[config.mk]
export PLATFORM = sky130hd
export DESIGN_NAME = instr_mem_loader
export DESIGN_NICKNAME = d
export VERILOG_FILES = /design/src/rtl/instr_pkg.sv /design/src/rtl/instr_ram_1r1w.sv /design/src/rtl/instr_mem_loader.sv
export SDC_FILE = /design/constraint.sdc
export NUM_CORES = 1
export LEC_CHECK = 0
export BUFFER_PORTS_ARGS = -buffer_cell sky130_fd_sc_hd__clkbuf_2
export CAP_MARGIN = 25
export CORE_MARGIN = 3
export CORE_UTILIZATION = 45
export DETAILED_ROUTE_END_ITERATION = 6
export SYNTH_ARGS = -nofsm -noshare
export SYNTH_HDL_FRONTEND = slang
export SYNTH_SLANG_ARGS = --single-unit
export TNS_END_PERCENT = 50
[constraint.sdc]
create_clock -name clk -period 2.41 [get_ports clk]
set_clock_uncertainty 0.15 [all_clocks]
set_input_delay 0.6025 -clock clk [delete_from_list [all_inputs] [get_ports clk]]
set_output_delay 0.6025 -clock clk [all_outputs]
set_load 0.02 [all_outputs]
[src/rtl/instr_pkg.sv]
// Shared definitions for the run-time loadable instruction memory:
// default widths, well-known instruction words and the loader state encoding.
package instr_pkg;

   localparam int DEF_DATA_W = 8;
   localparam int DEF_ADDR_W = 5;

   localparam logic [DEF_DATA_W-1:0] DEF_NOP_WORD = '0;
   localparam logic [DEF_DATA_W-1:0] HALT_WORD    = 8'hFF;

   typedef enum logic [1:0] {
      IDLE = 2'd0,
      LOAD = 2'd1,
      RUN  = 2'd2
   } state_t;

endpackage

[src/rtl/instr_ram_1r1w.sv]
// DEPTH x DATA_W storage with one synchronous write port and one synchronous read port.
// Written in the plain inferable form so a vendor RAM macro can replace it.
module instr_ram_1r1w #(
   parameter int DATA_W = 8,
   parameter int ADDR_W = 5
) (
   input  logic              clk,
   input  logic              we,
   input  logic [ADDR_W-1:0] waddr,
   input  logic [DATA_W-1:0] wdata,
   input  logic              re,
   input  logic [ADDR_W-1:0] raddr,
   output logic [DATA_W-1:0] rdata
);

   localparam int DEPTH = 2 ** ADDR_W;

   logic [DATA_W-1:0] mem [DEPTH];

   // Read data only changes on a read, so it holds between fetches.
   always_ff @(posedge clk) begin
      if (we) mem[waddr] <= wdata;
      if (re) rdata <= mem[raddr];
   end

endmodule

[src/rtl/instr_mem_loader.sv]
// Instruction memory with a streaming auto-increment load port and a one-cycle
// registered fetch port; words never loaded read back as NOP_WORD and are flagged.
module instr_mem_loader
   import instr_pkg::*;
#(
   parameter int                 DATA_W   = DEF_DATA_W,
   parameter int                 ADDR_W   = DEF_ADDR_W,
   parameter logic [DATA_W-1:0]  NOP_WORD = '0
) (
   input  logic              clk,
   input  logic              rst_n,
   input  logic              load_start,
   input  logic [ADDR_W-1:0] load_base,
   input  logic              load_valid,
   input  logic [DATA_W-1:0] load_data,
   input  logic              load_last,
   output logic              load_ready,
   output logic              load_err,
   input  logic              fetch_req,
   input  logic [ADDR_W-1:0] fetch_addr,
   output logic              fetch_ready,
   output logic [DATA_W-1:0] instr,
   output logic              instr_valid,
   output logic              instr_unloaded,
   output logic              busy,
   output state_t            state_dbg
);

   localparam int DEPTH = 2 ** ADDR_W;

   // Handshakes: a load word transfers on a rising edge where load_valid and
   // load_ready are both high; a fetch transfers where fetch_req and fetch_ready
   // are both high, and its result appears with instr_valid on the next cycle.

   state_t              state_q, state_d;
   logic [ADDR_W-1:0]   ptr_q;
   logic [DEPTH-1:0]    vbit_q;
   logic                load_err_q;
   logic                instr_valid_q;
   logic                unloaded_q;
   logic                loaded_q;
   logic [DATA_W-1:0]   rdata;

   logic                wr_en;
   logic                fetch_acc;
   logic                start_go;
   logic                at_end;

   always_comb begin
      state_d     = state_q;
      load_ready  = 1'b0;
      busy        = 1'b0;
      fetch_ready = 1'b0;
      start_go    = 1'b0;
      unique case (state_q)
         IDLE: begin
            if (load_start) begin
               start_go = 1'b1;
               state_d  = LOAD;
            end
         end
         LOAD: begin
            load_ready = 1'b1;
            busy       = 1'b1;
            if (load_valid && (load_last || at_end)) state_d = RUN;
         end
         RUN: begin
            fetch_ready = ~load_start;
            if (load_start) begin
               start_go = 1'b1;
               state_d  = LOAD;
            end
         end
         default: state_d = IDLE;
      endcase
   end

   assign wr_en     = load_ready & load_valid;
   assign fetch_acc = fetch_req & fetch_ready;
   assign at_end    = (ptr_q == {ADDR_W{1'b1}});

   always_ff @(posedge clk or negedge rst_n) begin
      if (!rst_n) begin
         state_q <= IDLE;
      end else begin
         state_q <= state_d;
      end
   end

   // The pointer parks on the last word when a load overruns instead of wrapping.
   always_ff @(posedge clk or negedge rst_n) begin
      if (!rst_n) begin
         ptr_q      <= '0;
         vbit_q     <= '0;
         load_err_q <= 1'b0;
      end else begin
         if (start_go) begin
            ptr_q      <= load_base;
            load_err_q <= 1'b0;
         end else if (wr_en) begin
            vbit_q[ptr_q] <= 1'b1;
            if (!at_end) ptr_q <= ptr_q + 1'b1;
            else if (!load_last) load_err_q <= 1'b1;
         end
      end
   end

   always_ff @(posedge clk or negedge rst_n) begin
      if (!rst_n) begin
         instr_valid_q <= 1'b0;
         unloaded_q    <= 1'b0;
         loaded_q      <= 1'b0;
      end else begin
         instr_valid_q <= fetch_acc;
         if (fetch_acc) begin
            loaded_q   <= vbit_q[fetch_addr];
            unloaded_q <= ~vbit_q[fetch_addr];
         end
      end
   end

   instr_ram_1r1w #(
      .DATA_W (DATA_W),
      .ADDR_W (ADDR_W)
   ) u_ram (
      .clk   (clk),
      .we    (wr_en),
      .waddr (ptr_q),
      .wdata (load_data),
      .re    (fetch_acc),
      .raddr (fetch_addr),
      .rdata (rdata)
   );

   // The RAM output is not reset, so loaded_q masks it to NOP after reset.
   assign instr          = loaded_q ? rdata : NOP_WORD;
   assign instr_valid    = instr_valid_q;
   assign instr_unloaded = unloaded_q;
   assign load_err       = load_err_q;
   assign state_dbg      = state_q;

endmodule

; Word-level counts from Yosys, hierarchy flattened
; Memories as Yosys holds them, arrays and structs flattened. A register that Yosys moved wholly into a read port is not among the register bits.
; Index checks and enable logic that the tools add are counted.
[word_totals]
input_bits = 24
mem_count = 1
mem_bits_rw = 256
output_inout_bits = 16
ff_bits = 43
wordCells = 57
[classes]
mux = 21
n_reduce_logical = 11
order_cmp = 3
n_eq_ne = 7
addsub = 1
bitwise = 6
[memory_table]
columns = name, words, width, read_ports, rd_clocked_by_memory_dff, wr, line
row1 = u_ram.mem, 32, 8, 1, 1, 1, instr_ram_1r1w.sv:18  ; logic [DATA_W-1:0] mem [DEPTH];
[op_table]
columns = op, n
row1 = 32-bit OR, 1
row2 = 5-bit 2-to-1 mux, 3
row3 = 5-bit by 6-bit less-than comparator with 1-bit output (second input constant), 2
row4 = 1-bit 2-to-1 mux, 12
row5 = 8-bit 2-to-1 mux, 1
row6 = 2-bit AND reduction, 3
row7 = 5-bit by 1-bit adder with 5-bit output (second input constant), 1
row8 = 1-bit binary-select mux with 5-bit select, 1
row9 = 1-bit demux with 5-bit select, 1
row10 = 5-bit == test (second input constant), 1
row11 = 5-bit by 1-bit >= comparator with 1-bit output (second input constant), 1
row12 = 2-bit 2-to-1 mux, 2
row13 = 2-bit by 1-bit != test with 1-bit output (second input constant), 2
row14 = 2-bit != test (second input constant), 2
row15 = 2-bit one-hot mux with 2 select lines, 1
row16 = 2-bit nonzero test, 2
row17 = 1-bit inverter, 3
row18 = 3-bit AND reduction, 1
row19 = 1-bit AND, 2
row20 = 2-bit by 1-bit == test with 1-bit output (second input constant), 1
row21 = 2-bit == test (second input constant), 1
row22 = 1-bit logical AND, 2
row23 = 2-bit logical NOT, 1
row24 = 2-bit OR reduction, 1
row25 = 1-bit logical OR, 1

; Logic depth before layout (Yosys ltp)
; Gate-level depths: netlist of run 1.
[depth]
depth_word = 5
depth_mapped = 7
depth_no_buf = 7

; Hierarchy
; A second synthesis of run 1 with hierarchy kept.
[hier_totals]
cells_unflattened = 590
hier_area_um2 = 12191.7
[modules_own_cells]
columns = mod, area_per_inst_um2, n_inst, seq_area_each_um2, cells_per_inst
row1 = instr_ram_1r1w, 10133.5, 1, 7927.6, 417
row2 = instr_mem_loader, 2058.2, 1, 1076.0, 173

; Worst setup path before layout of run 1
; No wires, ideal clock.
[synth_timing]
kind = input to register
from = input fetch_addr[1]
to = register u_ram.rdata[0], read port of u_ram.mem, data pin
t_required_ns = 2.000
path_buffers = 2
setup_slack_ns = -0.291
setup_time_ns = 0.260
arrival_time_ns = 2.292
cell_stages = 5
path_cell_list = buf_1 clkbuf_1 mux4_2 mux4_2 mux2_2
[synth_lines]
columns = item, line
row1 = start: declaration, instr_mem_loader.sv:20  ; input logic [ADDR_W-1:0] fetch_addr,
row2 = end: declaration, instr_ram_1r1w.sv:13  ; output logic [DATA_W-1:0] rdata

==> key figures, run 1 <==
Drt
  • Routed Antenna Nets: 0
  • Via density: between 5 and 6
  • WL final: around 27000 um
  • Routed wire per std cell: 25.5 um
  • Drc violations: 0
  • First-pass iteration count of the detailed router: 4
  • DR iter-0 viols: 505
  • DR vias: between 5000 and 6000

Die
  • Core Box Area: 0.0262 sq mm
  • Die area: approximately 0.029 sq mm
  • Starting Density: 45.9%
  • Chip Width: 170 um
  • IO Pins: 40
  • Row cnt: 59
  • Die extent in y: between 150 and 200 um

Synthesis
  • Top FF cell, synth: edfxtp_1
  • #FFs+latches synth: 307
  • Synth Instances: 573
  • Syn Nets: 602
  • Top cells by area, synth: edfxtp_1, mux4_2, dfrtp_1, or2_2, mux2_2
  • Netlist cell types: between 40 and 50
  • Cell taking the most area after synthesis: edfxtp_1
  • Syn Area/Cell: around 21 sq um
  • Async SR Flop Fraction: around 14%
  • Post-synth EDFFs: 264
  • Synthesized area: 0.0120 sq mm
  • Top-area cell type share of the netlist area: between 60% and 70%
  • Part of the Yosys area used for sequential elements: approximately three quarters
  • YS warnings: 0

Critical path
  • Critical Path RT: 2550 ps
  • CP endpoint kind: register
  • Startpoint Class: input port
  • Crit Path Max Fanout: 22
  • CP arrival: 2460 ps
  • Crit Path Class: in2reg
  • Worst-case reg-to-reg path depth: 7
  • Worst R2R Setup Slack: 140 ps

Timing
  • Worst-Margin Slew: 747 ps
  • Slew Viols, Final: 0
  • Final hold vios: 0
  • Slew Limit Headroom: about 50%
  • Final TNS setup: 0 ps
  • Tmin final: between 2000 and 2500 ps
  • PnR worst setup slack: 91.4 ps
  • Fmax: 0.431 GHz
  • Count of final setup violators: 0
  • RSZ-0062 raised after global routing: no
  • Crit share post-route: 96.2%

Layout
  • Ratio of cells with drive above 1 in the final layout: 39.1%
  • Area Growth Syn to Fin: 16.7%
  • Filler instances: 1986
  • Final Net Count: 711
  • Non-filler cells, final: 1041
  • FF/Latch Area: 0.00900 sq mm
  • ANT cells: 0
  • Multi-input logic area: 0.00289 sq mm

GRT
  • Largest net degree at the start of global routing: 33
  • First-pass GRT wire length: about 40000 um
  • Total gr overflow: 0
  • Initial antenna violation count: 0
  • Total GRT Usage: 18.8%
  • Vias in the first global route: between 6000 and 7000

Clock tree
  • CTS tree: done
  • Postcts setup bufs: 0
  • Clock Tree Buf Depth: 3
  • H-tree depth: 1
  • Worst-path clk slew: 60 ps
  • Clock sink total: 307
  • CTS root buf: clkbuf_16
  • Clk_lat worst skew: 540 ps
  • Cts bufs inserted: 31

Min path
  • Hold path cells: 3
  • Min-delay worst type: in2reg

Power
  • Leak: 4.91 nW
  • Switching power: 0.00301 W
  • Reg power frac: 51.2%
  • PD cells: 896 mW/mm^2
  • Net Sw Frac: 23.9%
  • Worst VDD drop: around 0.54 mV
  • Combinational Power Share: 13.8%
  • Pint: 0.00958 W
  • Clk pwr share: 35.0%

Run
  • # Max-Cap Violations: 0

Place
  • Count of input and output buffers: 39
  • Place WS: -460 ps
  • Placed cells: around 980
  • HPWL after DPL: 17000 um
  • Final GP Congestion: 0.769

Outcome
  • Status: finished, final reports clean
## power groups by stage
stage	Clock, W	Sequential [W]	Combinational [W]
floorplan	0	0.00649	0.00114
global placement	0	0.00651	0.00171
detailed placement	0	0.00655	0.00175
CTS	0.00448	0.00644	0.00176
global route	0.00472	0.00649	0.00189
finish	0.00441	0.00644	0.00174
## layout by cell type, fill, tap and decap left out, drive strengths merged, types with 3 or more instances in the layout
cell type    n
nand3b       3
clkbuf      83
ha           5
o21ai        6
clkinv       9
inv          5
mux2i        3
or2         32
dfrtp       43
and2         9
nor2        38
edfxtp     264
buf         64
nor2b        3
xnor2        3
nand2       10
mux2        14
mux4        85
## kinds of logic after synthesis
kind of cell | synth area share, %
flops | 74.8
buf+inv | 1.28
xor+xnor | 0.218
mux | 17.5
compound gates | 0.946
fa+ha+maj | 0.520
simple gates | 4.79
## state kept, by name (all words and copies together), names as in the netlist
name	count
instr_unloaded	1
vbit_q	32
ptr_q	5
state_dbg	2
instr_valid	1
loaded_q	1
load_err	1
u_ram.mem	256
u_ram.rdata	8
## layer usage
layer  vias up  wire [um]  global-route usage (%)
met2       189      12600                    29.9
met3        33       1600                    2.70
li1       2539          -                       -
met1      3148      11800                    28.1
met4         0        496                    4.59
met5         -          0                       0
## cell type report
cell class                      instances  share of cell area, %
Sequential cell                       307                   64.1
Multi-Input combinational cell        235                   20.5
Clock buffer                           46                   6.06
Timing Repair Buffer                  102                   5.68
Tap cell                              335                   2.98
Clock inverter                         11                  0.543
Inverter                                5                  0.134
## cell usage after synthesis, types with 2 or more instances
cell type,n
or3b_2,2
and2_1,9
mux4_2,85
nand2b_1,2
or2_2,32
o22ai_1,2
o21ai_0,6
clkbuf_1,12
nand2_1,10
edfxtp_1,264
inv_1,4
dfrtp_1,43
nor2_1,38
ha_1,5
nand3b_1,3
buf_1,3
mux2_2,14
nor2b_1,3
buf_4,7
nor3b_1,2
mux2i_1,3
xnor2_1,3
buf_2,3
## through the flow
stage	cell area, sq um	hold slack [ps]	util, %	total power (W)
after floorplan	12100	157	-	0.00763
after global placement	13100	295	50.0	0.00822
after detailed placement	13100	300	50.0	0.00830
after CTS	14000	106	53.6	0.0127
after global routing	14100	109	53.6	0.0131
final	14100	120	53.6	0.0126
## worst paths after layout
check	startpoint	to
max	fetch_addr[0]	u_ram.rdata[2]
min	load_base[2]	ptr_q[2]
max reg2reg	ptr_q[0]	ptr_q[3]
min reg2reg	vbit_q[19]	vbit_q[19]
max in group asynchronous	rst_n	loaded_q
min in group asynchronous	rst_n	vbit_q[8]
## what timing repair did
item                                    4_1_cts  5_1_grt
endpoints found under the hold margin        13        0
resized for setup                             0        1
endpoints found under the setup margin        0        1
hold buffers                                  1        0
## critical path, cell delays in order
cell    delay [ps]
buf_4          180
buf_12         220
mux4_2         580
mux4_2         550
mux2_2         290
(Power assumes the default switching activity.)
==> run 2: changes to the inputs <==
- RECOVER_POWER: unset -> 50
- SETUP_SLACK_MARGIN: unset -> 0.15
==> run 2 against run 1 <==
Net effect: the flow now finishes with violations (max-capacitance violations, max-slew violations); core utilization is 0.24 points higher; via count increased by 0.37%; register-to-register slack better by 90 ps; cell count grew 0.48%; sequential power hardly changed; non-clock buffer count grew 5; worst setup slack improved by 59 ps; hold slack better by 6.2 ps; global-route usage increased by 0.28 points; highest routed layer unchanged.
==> key figures, run 2 (synthesis results as in run 1) <==
Outcome
  • Status: finished, violations left
  • Violated checks: max-capacitance violations, max-slew violations

Run
  • # Max-Cap Violations: 4

Layout
  • Area Growth Syn to Fin: 17.3%
  • Number of flip-flops in the largest register: approximately 260
  • Most frequent cells in the layout: edfxtp_1, mux4_2, buf_4
  • ANT cells: 0
  • Ratio of cells with drive above 1 in the final layout: a little under two fifths
  • Largest Register: u_ram.mem
  • Most common cell after layout, fill and taps aside: edfxtp_1
  • Largest registers: u_ram.mem (256), vbit_q (32), u_ram.rdata (8)
  • Design Area, Final: 0.0141 sq mm
  • Final Net Count: 716

GRT
  • First-pass GRT wire length: 40700 um
  • Total gr overflow: 0
  • Largest net degree at the start of global routing: 33
  • Vias in the first global route: approximately 6400
  • Initial antenna violation count: 0
  • Total GRT Usage: 19.1%

Timing
  • Count of final setup violators: 0
  • Final hold vios: 0
  • Fmax: 0.443 GHz
  • Hold WS: 126 ps
  • Worst-Margin Slew: 1650 ps
  • Tmin final: ~2300 ps
  • Crit share post-route: 93.8%
  • Slew Viols, Final: 132
  • RSZ-0062 raised after global routing: yes
  • Slew Limit Headroom: -9.67%

Clock tree
  • Clock sink total: about 310
  • Clock Tree Buf Depth: 3
  • Worst-path clk slew: 60 ps
  • Clk_lat worst skew: 540 ps
  • Cts bufs inserted: 31
  • H-tree depth: 1
  • CTS tree: done
  • CTS root buf: clkbuf_16

Die
  • Starting Density: 45.9%
  • Chip Width: 170 um
  • Row cnt: 59
  • Die area: 0.0288 sq mm
  • Die extent in y: 170 um
  • Core Box Area: 0.0262 sq mm
  • IO Pins: 40

Place
  • HPWL after DPL: 17000 um
  • Placed instance area: 0.0131 sq mm
  • Final GP Congestion: roughly 0.77
  • Count of input and output buffers: 39

Drt
  • DR iter-0 viols: a little under 500
  • Via density: roughly 5.7
  • First-pass iteration count of the detailed router: 5
  • WL final: 26900 um
  • Routed Antenna Nets: 0
  • DR vias: 5931
  • Routed wire per std cell: 25.7 um
  • Drc violations: 0

Critical path
  • CP arrival: 2400 ps
  • CP endpoint kind: register
  • Crit Path Class: in2reg
  • Startpoint Class: input port
  • Crit Path Max Fanout: 11
  • Critical Path RT: between 2000 and 3000 ps

Power
  • PD cells: 895 mW/mm^2
  • Net Sw Frac: a little under a quarter
  • Combinational Power Share: 14.2%
  • Clk pwr share: a little over a third
  • Leak: 4.92 nW
  • Pint: 0.00961 W
  • Worst VDD drop: 0.503 mV
  • Switching power: around 0.0030 W
  • Reg power frac: 51.0%

Min path
  • Min-delay worst type: in2reg
## run 2: per-stage QoR
stage | std cells | setup TNS [ps] | utilization, % | power (W) | worst slack [ps]
after global placement | 983 | -3430 | 50.0 | 0.00822 | -453
after detailed placement | 983 | -3540 | 50.0 | 0.00830 | -460
after global routing | 1046 | 0 | 53.9 | 0.0131 | 81.3
after CTS | 1043 | 0 | 53.9 | 0.0127 | 129
after floorplan | 573 | -643 | - | 0.00763 | -80.5
final | 1046 | 0 | 53.9 | 0.0126 | 150
## run 2: worst max-delay path, cell delays in order
cell and delay, ps:
buf_6 180, buf_12 180, mux4_2 570, mux4_2 550, mux2_2 290
## run 2: power groups by stage
stage / clock [W] / sequential [W] / combinational (W)
floorplan: 0 / 0.00649 / 0.00114
global placement: 0 / 0.00651 / 0.00171
detailed placement: 0 / 0.00655 / 0.00175
CTS: 0.00448 / 0.00644 / 0.00178
finish: 0.00440 / 0.00644 / 0.00179
global route: 0.00472 / 0.00649 / 0.00194
## run 2: repair_timing
item,CTS,global route
pin swaps,0,2
cloned,2,0
setup endpoints to repair,6,3
hold buffers,1,0
gates resized for setup,2,3
buffers inserted,0,3
endpoints found under the hold margin,13,0
## run 2: cell type report
type,count,area [sq um]
Multi-Input combinational cell,235,2890
Clock buffer,46,852
Fill cell,1981,12100
Timing Repair Buffer,107,857
Inverter,5,18.8
Clock inverter,11,76.3
Sequential cell,307,9000
Tap cell,335,419
## run 2: path summary, 6_finish.rpt
check	slack, ps	from	cells past startpoint	to
min in group asynchronous	620	rst_n	2	vbit_q[27]
worst min register to register	310	vbit_q[19]	1	vbit_q[19]
worst max register to register	230	state_dbg[0]	5	loaded_q
worst max-delay path	150	fetch_addr[0]	5	u_ram.rdata[2]
worst min-delay path	130	load_base[2]	3	ptr_q[2]
max in group asynchronous	370	rst_n	3	ptr_q[0]
## run 2: routing by layer
layer / routed length (um) / track usage, %
met4: 541 / 5.12
met3: 1630 / 2.75
met5: 0 / 0
met2: 12800 / 30.3
met1: 11900 / 28.3
